$ cat src/rtl/reorder_buffer_mc_if.sv
// Allocate / writeback / commit / lookup / flush bundle around reorder_buffer_mc.
// ROB_PERF_EN adds the perf_commits / perf_flushes outputs.
interface reorder_buffer_mc_if #(
  parameter int ROB_BIT      = 4,
  parameter int NUM_WB       = 2,
  parameter int COMMIT_WIDTH = 2
);
  logic                            issue_valid;
  logic                            issue_done;
  logic [1:0]                      issue_type;
  logic [4:0]                      issue_rd;
  logic [31:0]                     issue_value;
  logic                            issue_pred;
  logic [31:0]                     issue_alt_pc;
  logic [NUM_WB-1:0]               wb_valid;
  logic [NUM_WB*ROB_BIT-1:0]       wb_id;
  logic [NUM_WB*32-1:0]            wb_value;
  logic                            full;
  logic                            empty;
  logic [ROB_BIT:0]                count;
  logic [ROB_BIT-1:0]              head_id;
  logic [ROB_BIT-1:0]              tail_id;
  logic [COMMIT_WIDTH-1:0]         commit_valid;
  logic [COMMIT_WIDTH*2-1:0]       commit_type;
  logic [COMMIT_WIDTH*5-1:0]       commit_rd;
  logic [COMMIT_WIDTH*32-1:0]      commit_value;
  logic [COMMIT_WIDTH*ROB_BIT-1:0] commit_id;
  logic [ROB_BIT-1:0]              q_id1, q_id2;
  logic                            q_rdy1, q_rdy2;
  logic [31:0]                     q_val1, q_val2;
  logic                            flush;
  logic [31:0]                     flush_pc;
`ifdef ROB_PERF_EN
  logic [31:0]                     perf_commits;
  logic [15:0]                     perf_flushes;
`endif

  modport slave (
    input  issue_valid, issue_done, issue_type, issue_rd, issue_value, issue_pred, issue_alt_pc,
    input  wb_valid, wb_id, wb_value, q_id1, q_id2,
    output full, empty, count, head_id, tail_id,
    output commit_valid, commit_type, commit_rd, commit_value, commit_id,
    output q_rdy1, q_rdy2, q_val1, q_val2, flush, flush_pc
`ifdef ROB_PERF_EN
    , output perf_commits, perf_flushes
`endif
  );

  modport master (
    output issue_valid, issue_done, issue_type, issue_rd, issue_value, issue_pred, issue_alt_pc,
    output wb_valid, wb_id, wb_value, q_id1, q_id2,
    input  full, empty, count, head_id, tail_id,
    input  commit_valid, commit_type, commit_rd, commit_value, commit_id,
    input  q_rdy1, q_rdy2, q_val1, q_val2, flush, flush_pc
`ifdef ROB_PERF_EN
    , input perf_commits, perf_flushes
`endif
  );
endinterface

$ cat src/rtl/reorder_buffer_mc.sv
// Reorder buffer: in-order retirement of up to COMMIT_WIDTH entries/cycle, NUM_WB writeback
// channels, operand lookup bypass, mispredict flush. ROB_PERF_EN adds saturating perf counters.
module reorder_buffer_mc #(
  parameter int ROB_BIT      = 4,
  parameter int NUM_WB       = 2,
  parameter int COMMIT_WIDTH = 2
) (
  input  logic               clk_in,
  input  logic               rst_in,
  input  logic               rdy_in,
  reorder_buffer_mc_if.slave rob
);
  localparam int         DEPTH    = 1 << ROB_BIT;
  localparam logic [1:0] T_BRANCH = 2'd2;

  typedef logic [ROB_BIT-1:0] id_t;
  typedef logic [ROB_BIT:0]   cnt_t;
  typedef struct packed {
    logic [1:0]  typ;
    logic [4:0]  rd;
    logic [31:0] value;
    logic        pred;
    logic [31:0] alt_pc;
  } entry_t;

  entry_t           ent_q [DEPTH];
  logic [DEPTH-1:0] busy_q, ready_q;
  id_t              head_q, tail_q;
  cnt_t             count_q;
  logic             flush_q;
  logic [31:0]      flush_pc_q;

  logic full, alloc;
  assign full  = count_q == cnt_t'(DEPTH);
  assign alloc = rdy_in && !flush_q && rob.issue_valid && !full;

  assign rob.full     = full;
  assign rob.empty    = count_q == '0;
  assign rob.count    = count_q;
  assign rob.head_id  = head_q;
  assign rob.tail_id  = tail_q;
  assign rob.flush    = flush_q;
  assign rob.flush_pc = flush_pc_q;

  id_t               wb_id  [NUM_WB];
  logic [31:0]       wb_val [NUM_WB];
  logic [NUM_WB-1:0] wb_hit;
  for (genvar k = 0; k < NUM_WB; k++) begin : g_wb
    assign wb_id[k]  = rob.wb_id[k*ROB_BIT +: ROB_BIT];
    assign wb_val[k] = rob.wb_value[k*32 +: 32];
    assign wb_hit[k] = rob.wb_valid[k] && busy_q[wb_id[k]];
  end

  id_t                     slot_id [COMMIT_WIDTH];
  logic [COMMIT_WIDTH-1:0] slot_ok, slot_mis, ret;
  for (genvar j = 0; j < COMMIT_WIDTH; j++) begin : g_slot
    assign slot_id[j]  = head_q + id_t'(j);
    assign slot_ok[j]  = busy_q[slot_id[j]] && ready_q[slot_id[j]];
    assign slot_mis[j] = ent_q[slot_id[j]].typ == T_BRANCH &&
                         ent_q[slot_id[j]].value[0] != ent_q[slot_id[j]].pred;
    assign rob.commit_valid[j]                    = ret[j];
    assign rob.commit_type[j*2 +: 2]              = ent_q[slot_id[j]].typ;
    assign rob.commit_rd[j*5 +: 5]                = ent_q[slot_id[j]].rd;
    assign rob.commit_value[j*32 +: 32]           = ent_q[slot_id[j]].value;
    assign rob.commit_id[j*ROB_BIT +: ROB_BIT]    = slot_id[j];
  end

  // A mispredicted branch ends the retire group; younger entries are wrong-path.
  logic        go;
  cnt_t        n_ret;
  logic        mis_ret;
  logic [31:0] mis_pc;
  always_comb begin
    ret     = '0;
    n_ret   = '0;
    mis_ret = 1'b0;
    mis_pc  = '0;
    go      = rdy_in && !flush_q;
    for (int j = 0; j < COMMIT_WIDTH; j++) begin
      ret[j] = go && slot_ok[j];
      go     = ret[j] && !slot_mis[j];
      if (ret[j]) n_ret = n_ret + cnt_t'(1);
      if (ret[j] && slot_mis[j]) begin
        mis_ret = 1'b1;
        mis_pc  = ent_q[slot_id[j]].alt_pc;
      end
    end
  end

  always_ff @(posedge clk_in) begin
    if (rst_in) begin
      busy_q     <= '0;
      ready_q    <= '0;
      head_q     <= '0;
      tail_q     <= '0;
      count_q    <= '0;
      flush_q    <= 1'b0;
      flush_pc_q <= '0;
    end else if (rdy_in) begin
      if (flush_q) begin
        busy_q  <= '0;
        ready_q <= '0;
        head_q  <= '0;
        tail_q  <= '0;
        count_q <= '0;
        flush_q <= 1'b0;
      end else begin
        for (int k = 0; k < NUM_WB; k++)
          if (wb_hit[k]) ready_q[wb_id[k]] <= 1'b1;
        for (int j = 0; j < COMMIT_WIDTH; j++)
          if (ret[j]) begin
            busy_q[slot_id[j]]  <= 1'b0;
            ready_q[slot_id[j]] <= 1'b0;
          end
        if (alloc) begin
          busy_q[tail_q]  <= 1'b1;
          ready_q[tail_q] <= rob.issue_done;
          tail_q          <= tail_q + id_t'(1);
        end
        head_q  <= head_q + id_t'(n_ret);
        count_q <= count_q + cnt_t'(alloc) - n_ret;
        if (mis_ret) begin
          flush_q    <= 1'b1;
          flush_pc_q <= mis_pc;
        end
      end
    end
  end

  // Payload carries no reset; busy/ready qualify every read. Later channels win on a shared id.
  always_ff @(posedge clk_in) begin
    if (!rst_in && rdy_in && !flush_q) begin
      for (int k = 0; k < NUM_WB; k++)
        if (wb_hit[k]) ent_q[wb_id[k]].value <= wb_val[k];
      if (alloc)
        ent_q[tail_q] <= {rob.issue_type, rob.issue_rd, rob.issue_value,
                          rob.issue_pred, rob.issue_alt_pc};
    end
  end

  id_t         q_id  [2];
  logic [1:0]  q_rdy;
  logic [31:0] q_val [2];
  assign q_id[0]    = rob.q_id1;
  assign q_id[1]    = rob.q_id2;
  assign rob.q_rdy1 = q_rdy[0];
  assign rob.q_rdy2 = q_rdy[1];
  assign rob.q_val1 = q_val[0];
  assign rob.q_val2 = q_val[1];

  // Stored value first, then live writeback (descending scan so the lowest channel wins), then tail.
  always_comb begin
    for (int q = 0; q < 2; q++) begin
      q_rdy[q] = 1'b0;
      q_val[q] = '0;
      if (ready_q[q_id[q]]) begin
        q_rdy[q] = 1'b1;
        q_val[q] = ent_q[q_id[q]].value;
      end else if (busy_q[q_id[q]]) begin
        for (int k = NUM_WB-1; k >= 0; k--)
          if (rob.wb_valid[k] && wb_id[k] == q_id[q]) begin
            q_rdy[q] = 1'b1;
            q_val[q] = wb_val[k];
          end
      end else if (alloc && rob.issue_done && tail_q == q_id[q]) begin
        q_rdy[q] = 1'b1;
        q_val[q] = rob.issue_value;
      end
    end
  end

  always_ff @(posedge clk_in)
    if (!rst_in && rdy_in && !flush_q && rob.issue_valid && full)
      $warning("reorder_buffer_mc: issue while full ignored");

`ifdef ROB_PERF_EN
  logic [31:0] perf_commits_q;
  logic [15:0] perf_flushes_q;
  always_ff @(posedge clk_in) begin
    if (rst_in) begin
      perf_commits_q <= '0;
      perf_flushes_q <= '0;
    end else begin
      if (perf_commits_q > 32'hFFFF_FFFF - 32'(n_ret)) perf_commits_q <= 32'hFFFF_FFFF;
      else                                             perf_commits_q <= perf_commits_q + 32'(n_ret);
      if (mis_ret && perf_flushes_q != 16'hFFFF) perf_flushes_q <= perf_flushes_q + 16'd1;
    end
  end
  assign rob.perf_commits = perf_commits_q;
  assign rob.perf_flushes = perf_flushes_q;
`endif
endmodule

$ cat src/flat_wrapper.sv
// flat-port wrapper written by rule: the top's interface ports become plain ports
module reorder_buffer_mc_flat 
#(
  parameter int ROB_BIT      = 4,
  parameter int NUM_WB       = 2,
  parameter int COMMIT_WIDTH = 2
)
  (clk_in, rst_in, rdy_in, rob_issue_valid, rob_issue_done, rob_issue_type, rob_issue_rd, rob_issue_value, rob_issue_pred, rob_issue_alt_pc, rob_wb_valid, rob_wb_id, rob_wb_value, rob_q_id1, rob_q_id2, rob_full, rob_empty, rob_count, rob_head_id, rob_tail_id, rob_commit_valid, rob_commit_type, rob_commit_rd, rob_commit_value, rob_commit_id, rob_q_rdy1, rob_q_rdy2, rob_q_val1, rob_q_val2, rob_flush, rob_flush_pc);
  reorder_buffer_mc_if #(.ROB_BIT(ROB_BIT), .NUM_WB(NUM_WB), .COMMIT_WIDTH(COMMIT_WIDTH)) rob_i ();
  input  logic clk_in;
  input  logic rst_in;
  input  logic rdy_in;
  input wire logic [$bits(rob_i.issue_valid)-1:0] rob_issue_valid;
  input wire logic [$bits(rob_i.issue_done)-1:0] rob_issue_done;
  input wire logic [$bits(rob_i.issue_type)-1:0] rob_issue_type;
  input wire logic [$bits(rob_i.issue_rd)-1:0] rob_issue_rd;
  input wire logic [$bits(rob_i.issue_value)-1:0] rob_issue_value;
  input wire logic [$bits(rob_i.issue_pred)-1:0] rob_issue_pred;
  input wire logic [$bits(rob_i.issue_alt_pc)-1:0] rob_issue_alt_pc;
  input wire logic [$bits(rob_i.wb_valid)-1:0] rob_wb_valid;
  input wire logic [$bits(rob_i.wb_id)-1:0] rob_wb_id;
  input wire logic [$bits(rob_i.wb_value)-1:0] rob_wb_value;
  input wire logic [$bits(rob_i.q_id1)-1:0] rob_q_id1;
  input wire logic [$bits(rob_i.q_id2)-1:0] rob_q_id2;
  output wire logic [$bits(rob_i.full)-1:0] rob_full;
  output wire logic [$bits(rob_i.empty)-1:0] rob_empty;
  output wire logic [$bits(rob_i.count)-1:0] rob_count;
  output wire logic [$bits(rob_i.head_id)-1:0] rob_head_id;
  output wire logic [$bits(rob_i.tail_id)-1:0] rob_tail_id;
  output wire logic [$bits(rob_i.commit_valid)-1:0] rob_commit_valid;
  output wire logic [$bits(rob_i.commit_type)-1:0] rob_commit_type;
  output wire logic [$bits(rob_i.commit_rd)-1:0] rob_commit_rd;
  output wire logic [$bits(rob_i.commit_value)-1:0] rob_commit_value;
  output wire logic [$bits(rob_i.commit_id)-1:0] rob_commit_id;
  output wire logic [$bits(rob_i.q_rdy1)-1:0] rob_q_rdy1;
  output wire logic [$bits(rob_i.q_rdy2)-1:0] rob_q_rdy2;
  output wire logic [$bits(rob_i.q_val1)-1:0] rob_q_val1;
  output wire logic [$bits(rob_i.q_val2)-1:0] rob_q_val2;
  output wire logic [$bits(rob_i.flush)-1:0] rob_flush;
  output wire logic [$bits(rob_i.flush_pc)-1:0] rob_flush_pc;
  assign rob_i.issue_valid = rob_issue_valid;
  assign rob_i.issue_done = rob_issue_done;
  assign rob_i.issue_type = rob_issue_type;
  assign rob_i.issue_rd = rob_issue_rd;
  assign rob_i.issue_value = rob_issue_value;
  assign rob_i.issue_pred = rob_issue_pred;
  assign rob_i.issue_alt_pc = rob_issue_alt_pc;
  assign rob_i.wb_valid = rob_wb_valid;
  assign rob_i.wb_id = rob_wb_id;
  assign rob_i.wb_value = rob_wb_value;
  assign rob_i.q_id1 = rob_q_id1;
  assign rob_i.q_id2 = rob_q_id2;
  assign rob_full = rob_i.full;
  assign rob_empty = rob_i.empty;
  assign rob_count = rob_i.count;
  assign rob_head_id = rob_i.head_id;
  assign rob_tail_id = rob_i.tail_id;
  assign rob_commit_valid = rob_i.commit_valid;
  assign rob_commit_type = rob_i.commit_type;
  assign rob_commit_rd = rob_i.commit_rd;
  assign rob_commit_value = rob_i.commit_value;
  assign rob_commit_id = rob_i.commit_id;
  assign rob_q_rdy1 = rob_i.q_rdy1;
  assign rob_q_rdy2 = rob_i.q_rdy2;
  assign rob_q_val1 = rob_i.q_val1;
  assign rob_q_val2 = rob_i.q_val2;
  assign rob_flush = rob_i.flush;
  assign rob_flush_pc = rob_i.flush_pc;
  reorder_buffer_mc #(.ROB_BIT(ROB_BIT), .NUM_WB(NUM_WB), .COMMIT_WIDTH(COMMIT_WIDTH)) u_core (.clk_in(clk_in), .rst_in(rst_in), .rdy_in(rdy_in), .rob(rob_i));
endmodule
$ cat config.mk
export PLATFORM = sky130hd
export DESIGN_NAME = reorder_buffer_mc_flat
export DESIGN_NICKNAME = d
export VERILOG_FILES = /design/src/rtl/reorder_buffer_mc_if.sv /design/src/rtl/reorder_buffer_mc.sv /design/src/flat_wrapper.sv
export SDC_FILE = /design/constraint.sdc
export NUM_CORES = 2
export LEC_CHECK = 0
export CORE_ASPECT_RATIO = 1.5
export CORE_UTILIZATION = 50
export DETAILED_ROUTE_END_ITERATION = 7
export PLACE_DENSITY_LB_ADDON = 0.1
export REMOVE_ABC_BUFFERS = 1
export SYNTH_ARGS = -nofsm -noshare
export SYNTH_HDL_FRONTEND = slang
export SYNTH_SLANG_ARGS = --single-unit
$ cat constraint.sdc
create_clock -name clk_in -period 5.2 [get_ports clk_in]
set_input_delay 0.52 -clock clk_in [delete_from_list [all_inputs] [get_ports clk_in]]
set_output_delay 0.52 -clock clk_in [all_outputs]
set_load 0.02 [all_outputs]
==> results.cfg <==
[status]
outcome = finished, final reports clean

[yosys]
mappedNetlistArea_sq_um = 78900
yosysTopAreaCellShare_pct = 43.8
synth_enable_flop_cells = 1152
post_synth.cell_area_avg_sq_um = 14.1
yosys_most_used_dff = sky130_fd_sc_hd__edfxtp_1
synth-async-reset-ratio_pct = 0
synth-seq-area-share_pct = 45.9
post-synth-top-area-cell = sky130_fd_sc_hd__edfxtp_1
synth.ff_latch_count = 1234
synth_cell_type_count = 70
number_of_cells_produced_by_synthesis = 5581
synth.area.top_cells = sky130_fd_sc_hd__edfxtp_1 (44%), sky130_fd_sc_hd__mux4_2 (30%), sky130_fd_sc_hd__mux2i_1 (7.4%)
synth.yosys.warnings = 0

[cts]
clock_transition_at_the_registers_of_the_reported_paths_ns = 0.06
worst_skew_pair_latency_ns = 0.81
tritoncts = yes
cts_root_buffer = sky130_fd_sc_hd__clkbuf_16
cts.sink_count = 1234
clk_path_buf_depth = 3
post-cts-setup-buffers = 0
htree_num_levels = 4
cts_inserted_buffers = 131

[global_routing]
number_of_antenna_violations_at_the_first_check_in_global_routing = 35
first_global_vias = 56093
globalRoute.totalOverflow = 0
grt_usage_pct = 36.8
grt_first_pass_wirelength_microns = 413000
grt_max_degree = 109

[power_and_ir_drop]
post-layout-total-power_mw = 22.5
power_frac_comb_pct = 7.6
power.net_switching_mw = 5.18
power_switching_share_pct = 23.0
pwr-share-seq_pct = 48.5
clkPwrFrac_pct = 43.9
power_density_nw_per_um2 = 253
power.internal_mw = 17.3
peakVddDrop_mv = 0.235
power_leakage_nw = 28.8

[placed_design]
placedInstanceArea_sq_um = 84400
place_congestion = 0.908
post-dp-hpwl_microns = 160000
port_buffers = 360
place_worst_setup_slack_ns = 0.344

[final_layout]
layout-drive-gt1-share_pct = 27.4
post-route-cell-area_sq_um = 88900
syn_to_final_growth_pct = 12.6
mostFrequentLayoutCells = sky130_fd_sc_hd__edfxtp_1 (1152), sky130_fd_sc_hd__mux4_2 (1034), sky130_fd_sc_hd__nand2_1 (834)
finalNetCount = 5739
final_common_cell = sky130_fd_sc_hd__edfxtp_1

[hold_path]
min-delay-start = u_core.rob.flush_pc[0]
holdPathEnd = u_core.rob.flush_pc[0]
min-delay-path-class = reg -> reg
count_of_cells_along_the_worst_hold_path = 2

[floorplanning]
standard_cell_row_count = 178
die_width_microns = 326
die-area_sq_um = 159000
floorplan.initialDensity_pct = 50.3
floorplan.io_pins = 361
fp.coreArea_sq_um = 157000
dieHeight_microns = 489

[worst_setup_path]
reg2reg_slack_ns = 0.38
crit_path_max_incr_delay_ns = 0.58
r2r_start = u_core.rob.head_id[0]
timing.critical_path.cells = buf_6, buf_6, buf_16, mux4_2, mux4_2, clkdlybuf4s50_1
critPathCaptureType = output port
cp_slowest_cell = sky130_fd_sc_hd__mux4_2
rr_endpoint = u_core.rob.count[4]
critical_setup_path_kind = reg -> out
cpLargestDelayFamily = buffers and inverters
setup.worst_path.start_class = register
critical_path_arrival_ns = 4.58
timing.critical_path.buf_inv = 4
critical_path.max_fanout = 108
reg2reg_depth = 20
worst_ep_required_time_ns = 4.68

[job]
maxCapViolations = 0

[routing]
detail_route.vias_per_cell = 7.25
postRouteWirelength_microns = 293000
post-route-drc-count = 0
vias = 56114
drtPass1Iterations = 6
avgRoutedWirePerCell_microns = 37.9
route.antenna.remaining_nets = 0
drtIter0Drc = 7539

[timing]
post-route-period-util_pct = 98.1
max_slew_margin_pct = 22.2
final_number_of_setup_violating_endpoints = 0
tightest_slew_ns = 1.17
hold_violations = 0
finClkSkew_ns = 0.0348
min_period_ns = 5.10
fmax_mhz = 196
rsz0062_at_grt = no
worst_slack_ns = 0.0972
slew_viol_final = 0
## routing by layer
| layer | vias to the layer above | GRT usage [%] | part of all wire, % | routed length [microns] |
|---|---|---|---|---|
| li1 | 22283 | - | - | - |
| met1 | 28690 | 45.0 | 35 | 102000 |
| met2 | 4013 | 59.1 | 47 | 139000 |
| met3 | 1086 | 8.42 | 11 | 31000 |
| met4 | 42 | 23.5 | 7.3 | 21400 |
| met5 | - | 0 | 0.089 | 260 |
## worst max-delay path by stage
stage | end | startpoint | slack [ns] | cells after the start
finish | rob_commit_value[34] | u_core.rob.head_id[0] | 0.1 | 6
global route | rob_commit_value[34] | u_core.rob.head_id[0] | 0.006 | 6
CTS | rob_commit_value[55] | u_core.rob.head_id[0] | 0.08 | 7
detailed placement | u_core.rob.count[4] | u_core.rob.head_id[0] | 0.34 | 20
global placement | u_core.rob.count[4] | u_core.rob.head_id[0] | 0.24 | 20
floorplan | u_core.rob.count[4] | u_core.rob.head_id[0] | -20.63 | 20
## flip-flops by register name, indices dropped and copies added (netlist names), named ones only
name,count
u_core.rob.flush_pc,32
u_core.rob.head_id,4
u_core.busy_q,16
u_core.ent_q,1152
u_core.rob.flush,1
u_core.ready_q,16
u_core.rob.count,5
u_core.rob.tail_id,4
## power groups by stage
stage,Combinational [mW],Sequential [mW],Clock (mW)
6_report,1.71,10.9,9.86
5_1_grt,1.80,10.9,10.3
4_1_cts,1.69,10.9,9.95
3_5_place_dp,1.68,11.1,0
3_3_place_gp,1.66,11.1,0
2_1_floorplan,0.789,11.1,0
## timing repair
action,in CTS,in global routing
gates resized for setup,6,1
endpoints found under the hold margin,0,0
gates cloned,1,0
hold buffers,0,0
endpoints found under the setup margin,37,2
## through the flow
stage               cells  TNS [ns]  utilization [%]  hold WS (ns)
finish               7741         0             56.7         0.479
global placement     7492         0             53.8         0.470
CTS                  7727         0             56.6         0.471
global route         7729         0             56.6         0.500
detailed placement   7492         0             53.8         0.463
floorplan            4901  -3506.27                -         0.487
## cell type report
cell class | instances | area (sq um)
clock buffer | 156 | 3430
fill | 12471 | 67900
timing repair buffer | 522 | 5520
inverter | 59 | 233
antenna | 14 | 35.0
clock inverter | 78 | 956
multi-input combinational | 3608 | 39800
sequential | 1234 | 36300
tap | 2070 | 2590
## cell families (layout without fill, tap and decap cells)
| family | Yosys count | in the layout | share of synthesized area (%) |
|---|---|---|---|
| compound gates | 783 | 783 | 5.55 |
| xor+xnor | 34 | 34 | 0.406 |
| fa+ha+maj | 24 | 24 | 0.399 |
| buf+inv | 739 | 815 | 4.10 |
| flops | 1234 | 1234 | 45.9 |
| mux | 1689 | 1689 | 38.0 |
| other cells | 0 | 14 | 0 |
| simple gates | 1078 | 1078 | 5.68 |
## synth_stat cells, types with 67 or more instances
cell                          n
sky130_fd_sc_hd__dfxtp_1     82
sky130_fd_sc_hd__o21ai_1     67
sky130_fd_sc_hd__nand2_1    849
sky130_fd_sc_hd__mux2_2      68
sky130_fd_sc_hd__buf_2      114
sky130_fd_sc_hd__edfxtp_1  1152
sky130_fd_sc_hd__o21ai_0    538
sky130_fd_sc_hd__mux2i_1    585
sky130_fd_sc_hd__buf_1       77
sky130_fd_sc_hd__nand3_1     77
sky130_fd_sc_hd__mux4_2    1036
sky130_fd_sc_hd__clkbuf_1   434
## worst min-delay path, cell delays in order, from the launching register on
cell	delay [ns]
sky130_fd_sc_hd__dfxtp_1	0.31
sky130_fd_sc_hd__inv_1	0.05
sky130_fd_sc_hd__o21ai_0	0.07
(Power assumes the default switching activity.)
